--- config.mk ---
export PLATFORM = sky130hd
export DESIGN_NAME = switch_debounce_3ch
export DESIGN_NICKNAME = d
export VERILOG_FILES = /design/src/rtl/switch_debounce_3ch.sv
export SDC_FILE = /design/constraint.sdc
export NUM_CORES = 1
export LEC_CHECK = 0
export CAP_MARGIN = 0
export CORE_MARGIN = 5
export CORE_UTILIZATION = 29
export DETAILED_ROUTE_END_ITERATION = 10
export GPL_TIMING_DRIVEN = 0
export PLACE_DENSITY = 0.57
export REMOVE_ABC_BUFFERS = 1
export SYNTH_ARGS = -nofsm -noshare
export SYNTH_HDL_FRONTEND = slang
export SYNTH_SLANG_ARGS = --single-unit
--- constraint.sdc ---
create_clock -name i_Clk -period 1.8 [get_ports i_Clk]
set_input_delay 0.45 -clock i_Clk [delete_from_list [all_inputs] [get_ports i_Clk]]
set_output_delay 0.45 -clock i_Clk [all_outputs]
set_load 0.01 [all_outputs]
--- src/rtl/switch_debounce_3ch.sv ---
// Three-channel switch conditioner: synchronise, debounce and edge-detect raw board switches.
// Each channel accepts a new level only after DEBOUNCE_LIMIT consecutive mismatching synced samples.
module switch_debounce_3ch #(
  parameter int DEBOUNCE_LIMIT = 250000,
  parameter int SYNC_STAGES    = 2
) (
  input  logic       i_Clk,
  input  logic       i_Rst_L,
  input  logic       i_Switch_A,
  input  logic       i_Switch_B,
  input  logic       i_Switch_C,
  output logic       o_Switch_A,
  output logic       o_Switch_B,
  output logic       o_Switch_C,
  output logic [2:0] o_Switch_Rise,
  output logic [2:0] o_Switch_Fall
);

  localparam int CNT_W = $clog2(DEBOUNCE_LIMIT + 1);
  localparam logic [CNT_W-1:0] CNT_LAST = CNT_W'(DEBOUNCE_LIMIT - 1);
  localparam logic [CNT_W-1:0] CNT_ONE  = CNT_W'(1);

  if (DEBOUNCE_LIMIT < 1) begin : g_bad_limit
    $error("switch_debounce_3ch: DEBOUNCE_LIMIT must be >= 1");
  end
  if (SYNC_STAGES < 2) begin : g_bad_sync
    $error("switch_debounce_3ch: SYNC_STAGES must be >= 2");
  end

  logic [2:0] w_raw;
  logic [2:0] w_deb;
  logic [2:0] w_rise;
  logic [2:0] w_fall;

  assign w_raw = {i_Switch_C, i_Switch_B, i_Switch_A};

  for (genvar g = 0; g < 3; g++) begin : g_ch
    logic [SYNC_STAGES-1:0] r_sync;
    logic [CNT_W-1:0]       r_cnt;
    logic                   r_deb;
    logic                   r_rise;
    logic                   r_fall;
    logic                   w_synced;

    assign w_synced = r_sync[SYNC_STAGES-1];

    // Any sample matching the accepted level restarts the qualification window.
    always_ff @(posedge i_Clk or negedge i_Rst_L) begin
      if (!i_Rst_L) begin
        r_sync <= '0;
        r_cnt  <= '0;
        r_deb  <= 1'b0;
        r_rise <= 1'b0;
        r_fall <= 1'b0;
      end else begin
        r_sync <= {r_sync[SYNC_STAGES-2:0], w_raw[g]};
        r_rise <= 1'b0;
        r_fall <= 1'b0;
        if (w_synced == r_deb) begin
          r_cnt <= '0;
        end else if (r_cnt == CNT_LAST) begin
          r_deb  <= w_synced;
          r_cnt  <= '0;
          r_rise <= w_synced;
          r_fall <= ~w_synced;
        end else begin
          r_cnt <= r_cnt + CNT_ONE;
        end
      end
    end

    assign w_deb[g]  = r_deb;
    assign w_rise[g] = r_rise;
    assign w_fall[g] = r_fall;
  end

  assign o_Switch_A    = w_deb[0];
  assign o_Switch_B    = w_deb[1];
  assign o_Switch_C    = w_deb[2];
  assign o_Switch_Rise = w_rise;
  assign o_Switch_Fall = w_fall;

endmodule
==> results.sh <==
export IMPL_fin_crit_sh_pct=104
export IMPL_place_congestion=0.744
export IMPL_crit_chain="nor4_4 -> nand4_1 -> or4_4 -> mux2_4"
export IMPL_reg2reg_to="o_Switch_A$_DFFE_PN0P_"
export IMPL_cp_arrival_ns=2.11
export IMPL_yosys_area_share_simple_pct=24.4
export IMPL_clkSlewWorstSetupHoldPaths_ns=0.08
export IMPL_final_cell_mix="dfrtp_1 (58), nor2_1 (49), buf_4 (38)"
export IMPL_crit_family="simple AND/OR/NAND/NOR gates"
export IMPL_fin_worst_skew_ns=0.00850
export IMPL_cp_slowest_stage_delay_ns=0.58
export IMPL_ir_drop_mv=0.405
export IMPL_tightest_slew_ns=0.847
export IMPL_synth_cells=307
export IMPL_drtIter0Drc=83
export IMPL_row_count=38
export IMPL_setup_violations=3
export IMPL_synth_top_family_by_area="simple AND/OR/NAND/NOR gates"
export IMPL_syn_cell_area_mm2=0.00322
export IMPL_status="finished with violations"
export IMPL_final_util_pct=39.0
export IMPL_h_tree_depth=3
export IMPL_numCtsBuffers=9
export IMPL_synth_compound_area_share_pct=5.41
export IMPL_detail_route_antenna_nets=0
export IMPL_drt_wl_total_mm=6.55
export IMPL_cp_num_buf_inv=0
export IMPL_synthToLayoutAreaGrowth_pct=31.6
export IMPL_reg2reg_from="g_ch[0].r_cnt[11]$_DFF_PN0_"
export IMPL_synthMuxAreaShare_pct=1.05
export IMPL_die_width_um=115
export IMPL_start_kind="flip-flop"
export IMPL_synth_fa_ha_area_share_pct=1.17
export IMPL_fin_ws_ns=-0.0710
export IMPL_period_needed_ns=1.87
export IMPL_holdCritPathClass="in -> async"
export IMPL_grt_overflow_total=0
export IMPL_ys_ff_latch=69
export IMPL_drc=0
export IMPL_power_leakage_uw=0.00168
export IMPL_clk_latency_ns=0.34
export IMPL_track_usage_pct=10.2
export IMPL_yosys_area_share_xor_xnor_pct=11.2
export IMPL_avgSynthCellArea_um2=10.5
export IMPL_critPathMaxFanout=4
export IMPL_postCtsHoldBufs=0
export IMPL_core_mm2=0.0108
export IMPL_tns_ns=-0.127
export IMPL_drive_gt1_share_pct=28.5
export IMPL_layout_commonest_cell="dfrtp_1"
export IMPL_violations="negative setup slack"
export IMPL_initial_core_util_pct=29.7
export IMPL_grt_pass1_vias=2280
export IMPL_num_vias=2437
export IMPL_fmax_mhz=534
export IMPL_io_buffers=13
export IMPL_ios=14
export IMPL_cts_root_buf="clkbuf_8"
export IMPL_hpwl_mm=3.80
export IMPL_crit_required_ns=2.04
export IMPL_rsz0062_at_grt="yes"
export IMPL_cts_sinks=69
export IMPL_fin_nets=368
export IMPL_cts_tree="done"
export IMPL_placed_cells=450
export IMPL_drt_pass1_iter_count=4
export IMPL_cts_buffer_depth=2
export IMPL_synth_seq_area_share_pct=53.7
export IMPL_design_area_mm2=0.00423
export IMPL_path_class="reg -> reg"
export IMPL_slowest_stage="or4_4"
export IMPL_slew_headroom_pct=43.6
export IMPL_hold_violations=0
export IMPL_yosys_warnings=0
export IMPL_rrSetupSlack_ns=-0.07
export IMPL_pwr_density_cell_mw_per_mm2=808
export IMPL_drv_cap=0
export IMPL_antenna_found_initial=0
export IMPL_ff2ff_path_depth=4
export IMPL_antenna_cells=0
export IMPL_viasPerCell=4.83
export IMPL_grt_pass1_wl_mm=11.0
export IMPL_grt_max_degree=70
export IMPL_final_cells=505
export IMPL_drv_slew=0
export IMPL_placed_area_mm2=0.00347
export IMPL_crit_path_end_kind="flip-flop"
export IMPL_die_area_mm2=0.0133
export IMPL_power_uw=3420
export IMPL_wire_per_inst_um=13.0
export IMPL_synth_cell_types=37
export IMPL_die_y_um=115
flip-flops by register name, indices dropped and copies added (netlist names):
register / flops
g_ch.r_sync: 6
o_Switch_B: 1
g_ch.r_rise: 3
g_ch.r_cnt: 54
g_ch.r_fall: 3
o_Switch_A: 1
o_Switch_C: 1
Yosys cell counts:
| cell | number | area [µm²] |
|---|---|---|
| a21bo_2 | 1 | 10.0 |
| a21oi_1 | 10 | 50.1 |
| and3_1 | 4 | 25.0 |
| and4_1 | 1 | 8.76 |
| and4b_1 | 1 | 10.0 |
| buf_2 | 2 | 10.0 |
| buf_4 | 6 | 45.0 |
| clkbuf_1 | 2 | 7.51 |
| dfrtp_1 | 69 | 1730 |
| ha_1 | 3 | 37.5 |
| inv_1 | 10 | 37.5 |
| mux2_1 | 1 | 11.3 |
| mux2_2 | 2 | 22.5 |
| nand2_1 | 15 | 56.3 |
| nand3_1 | 16 | 80.1 |
| nand3_2 | 2 | 20.0 |
| nand3b_1 | 2 | 15.0 |
| nand4_1 | 12 | 75.1 |
| nand4b_1 | 1 | 8.76 |
| nor2_1 | 49 | 184 |
| nor3_1 | 9 | 45.0 |
| nor3b_1 | 6 | 45.0 |
| nor4_1 | 12 | 75.1 |
| nor4b_1 | 2 | 17.5 |
| o21ai_0 | 2 | 10.0 |
| o21ai_1 | 1 | 5.00 |
| o31ai_1 | 5 | 37.5 |
| o41ai_1 | 2 | 17.5 |
| o41ai_2 | 1 | 16.3 |
| o41ai_4 | 1 | 27.5 |
| or2_2 | 2 | 12.5 |
| or3_1 | 4 | 25.0 |
| or3b_2 | 2 | 17.5 |
| or4_1 | 7 | 52.6 |
| or4_4 | 1 | 11.3 |
| xnor2_1 | 31 | 272 |
| xor2_1 | 10 | 87.6 |
metal layers:
layer | vias up | wire length, µm | part of all wire [%] | global-route usage [%]
li1 | 1182 | - | - | -
met3 | 13 | 173 | 2.6 | 2.42
met5 | - | 0 | 0 | 0
met4 | 0 | 146 | 2.2 | 4.62
met1 | 1201 | 3050 | 47 | 14.1
met2 | 41 | 3170 | 48 | 15.2
logic make-up (layout without fill, tap and decap cells):
| family | Yosys count | after routing |
|---|---|---|
| and+or+nand+nor | 148 | 148 |
| muxes | 3 | 3 |
| adders and majority gates | 3 | 3 |
| buffers and inverters | 20 | 78 |
| AOI/OAI and AO/OA | 23 | 23 |
| xor gates and xnor gates | 41 | 41 |
| DFF | 69 | 69 |
worst max path at each step:
stage          slack (ns)                          end  cells after the start                   startpoint
5_1_grt             -0.15       o_Switch_A$_DFFE_PN0P_                      4  g_ch[0].r_cnt[11]$_DFF_PN0_
4_1_cts             -0.02       o_Switch_A$_DFFE_PN0P_                      4  g_ch[0].r_cnt[11]$_DFF_PN0_
2_1_floorplan       -0.10  g_ch[2].r_cnt[10]$_DFF_PN0_                      4   g_ch[2].r_cnt[0]$_DFF_PN0_
6_report            -0.07       o_Switch_A$_DFFE_PN0P_                      4  g_ch[0].r_cnt[11]$_DFF_PN0_
3_3_place_gp        -2.01  g_ch[0].r_cnt[15]$_DFF_PN0_                      1                      i_Rst_L
3_5_place_dp        -0.47   g_ch[1].r_cnt[3]$_DFF_PN0_                      4   g_ch[1].r_cnt[5]$_DFF_PN0_
where the power goes:
| part | total [µW] | internal, µW | switching, µW |
|---|---|---|---|
| registers | 1600 | 1570 | 26.9 |
| logic | 124 | 53.5 | 70.4 |
| clock network | 1690 | 1070 | 624 |
final cells by class:
type	count	area, µm²
Fill cell	1052	6610
Sequential cell	69	1740
Multi-Input combinational cell	218	1570
Timing Repair Buffer	52	434
Tap cell	140	175
Clock inverter	7	146
Clock buffer	9	124
Inverter	10	37.5
repair_timing:
item	in CTS	in global routing
pin swaps	12	20
setup endpoints to repair	57	42
resized for setup	16	32
buffers inserted	17	22
stage by stage:
| step | hold WS (ns) | setup slack, ns |
|---|---|---|
| final | 0.205 | -0.0710 |
| after floorplan | 0.154 | -0.102 |
| after global placement | 0.331 | -2.01 |
| after global routing | 0.282 | -0.145 |
| after CTS | 0.235 | -0.0153 |
| after detailed placement | 0.336 | -0.465 |
Note: power is estimated with default switching activity, not from simulation.
==> RTL change, RTL diff (config.mk and constraints unchanged) <==
Make the reset (`i_Rst_L`) synchronous in one clocked block.
--- a/src/rtl/switch_debounce_3ch.sv
+++ b/src/rtl/switch_debounce_3ch.sv
@@ -46,5 +46,5 @@
 
     // Any sample matching the accepted level restarts the qualification window.
-    always_ff @(posedge i_Clk or negedge i_Rst_L) begin
+    always_ff @(posedge i_Clk) begin
       if (!i_Rst_L) begin
         r_sync <= '0;
Function: no difference found for any inputs over 10 cycles, from zero or initial values and one cycle with i_Rst_L low; that may be too few to reach the edited logic, so the function may still have changed.
==> RTL change against the original RTL <==
Clock skew grew 0.0020 ns. Sequential cell count did not move. Routed wire length down 14%. Synthesized area fell by 6.1%. Worst setup slack improved by 0.14 ns. Final area down 12%. Highest routed layer unchanged. First-iteration DRC count is 23% higher.
Power is not compared: it rests on default switching activity, and its combinational part moved more than twofold at a synthesized area within 25%.
==> RTL change: results (changes against the original RTL) <==
* Status: complete, no violations
* Synth top area cells: dfxtp_1, xnor2_1, nor2_1
* Count of different cell masters after synthesis at 37 (unchanged)
* Largest net degree at the start of global routing at 22 (-69%)
* M1 GR Usage at 0.1282 (-0.01291)
* Vias in the first global route at 2181 (-4.3%)
* Sequential share of the synthesized area at 0.4577 (-0.07925)
* Top post-synthesis cells by count: dfxtp_1, nor2_1, xnor2_1, nand3_1, nor4_1
* Largest delay share family, worst path: buffers and inverters
* Met2 Use GR at 0.1451 (-0.006536)
* Final wirelength at 5.637 mm (-14%)
* Mux contribution to synthesized area at 0.01327 (+0.002761)
* Vias/cell at 4.679 (-3.0%)
* Compound-cell area share of the yosys netlist at 0.04104 (-0.01304)
* Post-DP HPWL at 3.741 mm (-1.6%)
* Minimum hold slack at 0.4322 ns (+0.2273 ns)
* R2R Setup Slk at 0.07 ns (+0.14 ns)
* Skew final at 0.01049 ns (+0.001998 ns)
* Final layout net count at 363 (-1.4%)
* Min-Delay Path Class: reg -> reg
* Placed Area at 0.003252 mm² (-6.2%)
* Post-Synth XOR/XNOR Area at 0.1219 (+0.01022)
* Place WS at -0.4553 ns (+0.01013 ns)
* CP max stage delay at 0.56 ns (-0.02 ns)
* Reg-to-reg endpoint: g_ch[0].r_cnt[17]$_SDFF_PP0_
* Share of layout cells above drive strength 1 at 0.1750 (-0.1099)
* Gr usage total at 0.09626 (-0.005729)
* RR Startpoint: g_ch[0].r_cnt[8]$_SDFF_PP0_
* # H-tree levels at 3 (unchanged)
* Crit path DAT at 1.28 ns (-0.83 ns)
* Worst Max-Slew Pin Slew at 0.5797 ns (-0.2670 ns)
* Slowest cell on the critical path: clkdlybuf4s50_1
* Asr flop ratio synth at 0 (-1.000)
* First-pass GRT wire length at 9.949 mm (-9.3%)
* Fraction of the mapped netlist area in adder cells at 0.01244 (+0.0007647)
[RTL change: changes by cell type in the layout (fill, tap and decap cells not counted), moves of 11 or more]
cell     unedited run  this run
dfrtp_1            58         0
dfxtp_1             0        48
buf_4              38         4
dfxtp_2             0        20
dfrtp_2            11         0
[RTL change: final cells by class]
cell class / instances / area, µm²
clock inverter: 6 / 86.33
sequential: 69 / 1410
clock buffer: 10 / 137.6
fill: 1019 / 6525
inverter: 9 / 33.78
multi-input combinational: 246 / 1654
tap: 136 / 170.2
timing repair buffer: 20 / 214.0
[RTL change: worst max-delay path by stage]
stage	slack [ns]	startpoint	end	depth (start not counted)
final	0.07	o_Switch_A$_SDFFE_PN0P_	o_Switch_A	1
after global routing	-0.05	g_ch[0].r_cnt[11]$_SDFF_PP0_	o_Switch_A$_SDFFE_PN0P_	4
after CTS	0.002	g_ch[2].r_cnt[6]$_SDFF_PP0_	g_ch[2].r_cnt[16]$_SDFF_PP0_	4
after detailed placement	-0.46	g_ch[1].r_cnt[0]$_SDFF_PP0_	g_ch[1].r_cnt[12]$_SDFF_PP0_	5
after global placement	-0.70	g_ch[2].r_cnt[0]$_SDFF_PP0_	g_ch[2].r_cnt[12]$_SDFF_PP0_	4
after floorplan	-0.17	g_ch[2].r_cnt[0]$_SDFF_PP0_	g_ch[2].r_cnt[10]$_SDFF_PP0_	4
[RTL change: metal layers]
metal | routed length [µm] | up-vias | part of all wire
met5 | 0 | - | 0
met4 | 70 | 0 | 0.012
met2 | 2505 | 35 | 0.44
met3 | 238 | 5 | 0.042
li1 | - | 1209 | -
met1 | 2822 | 1072 | 0.50
[RTL change: cell families after synthesis]
group / count (synthesis)
buffers and inverters: 22
and+or+nand+nor: 180
xor gates and xnor gates: 42
adders and majority gates: 3
DFF: 69
muxes: 4
AOI/OAI and AO/OA: 17
[RTL change: power by group]
part | internal, mW | switching (mW) | leakage (nW)
clock network | 0.815 | 0.579 | 0.112
logic | 0.0241 | 0.0231 | 0.420
registers | 1.53 | 0.00561 | 0.568
total | 2.37 | 0.607 | 1.10
[RTL change: metrics by stage]
step                utilization  power, mW  cells
floorplan                     -      1.590    324
global placement         0.3167      1.610    473
detailed placement       0.3178      1.612    473
CTS                      0.3520      3.028    496
global route             0.3622      3.092    496
finish                   0.3622      2.979    496
[RTL change: timing repair]
item,CTS,global route
pin swaps,4,3
endpoints found under the setup margin,58,57
resized for setup,12,31
hold buffers,0,0
buffers inserted,7,0
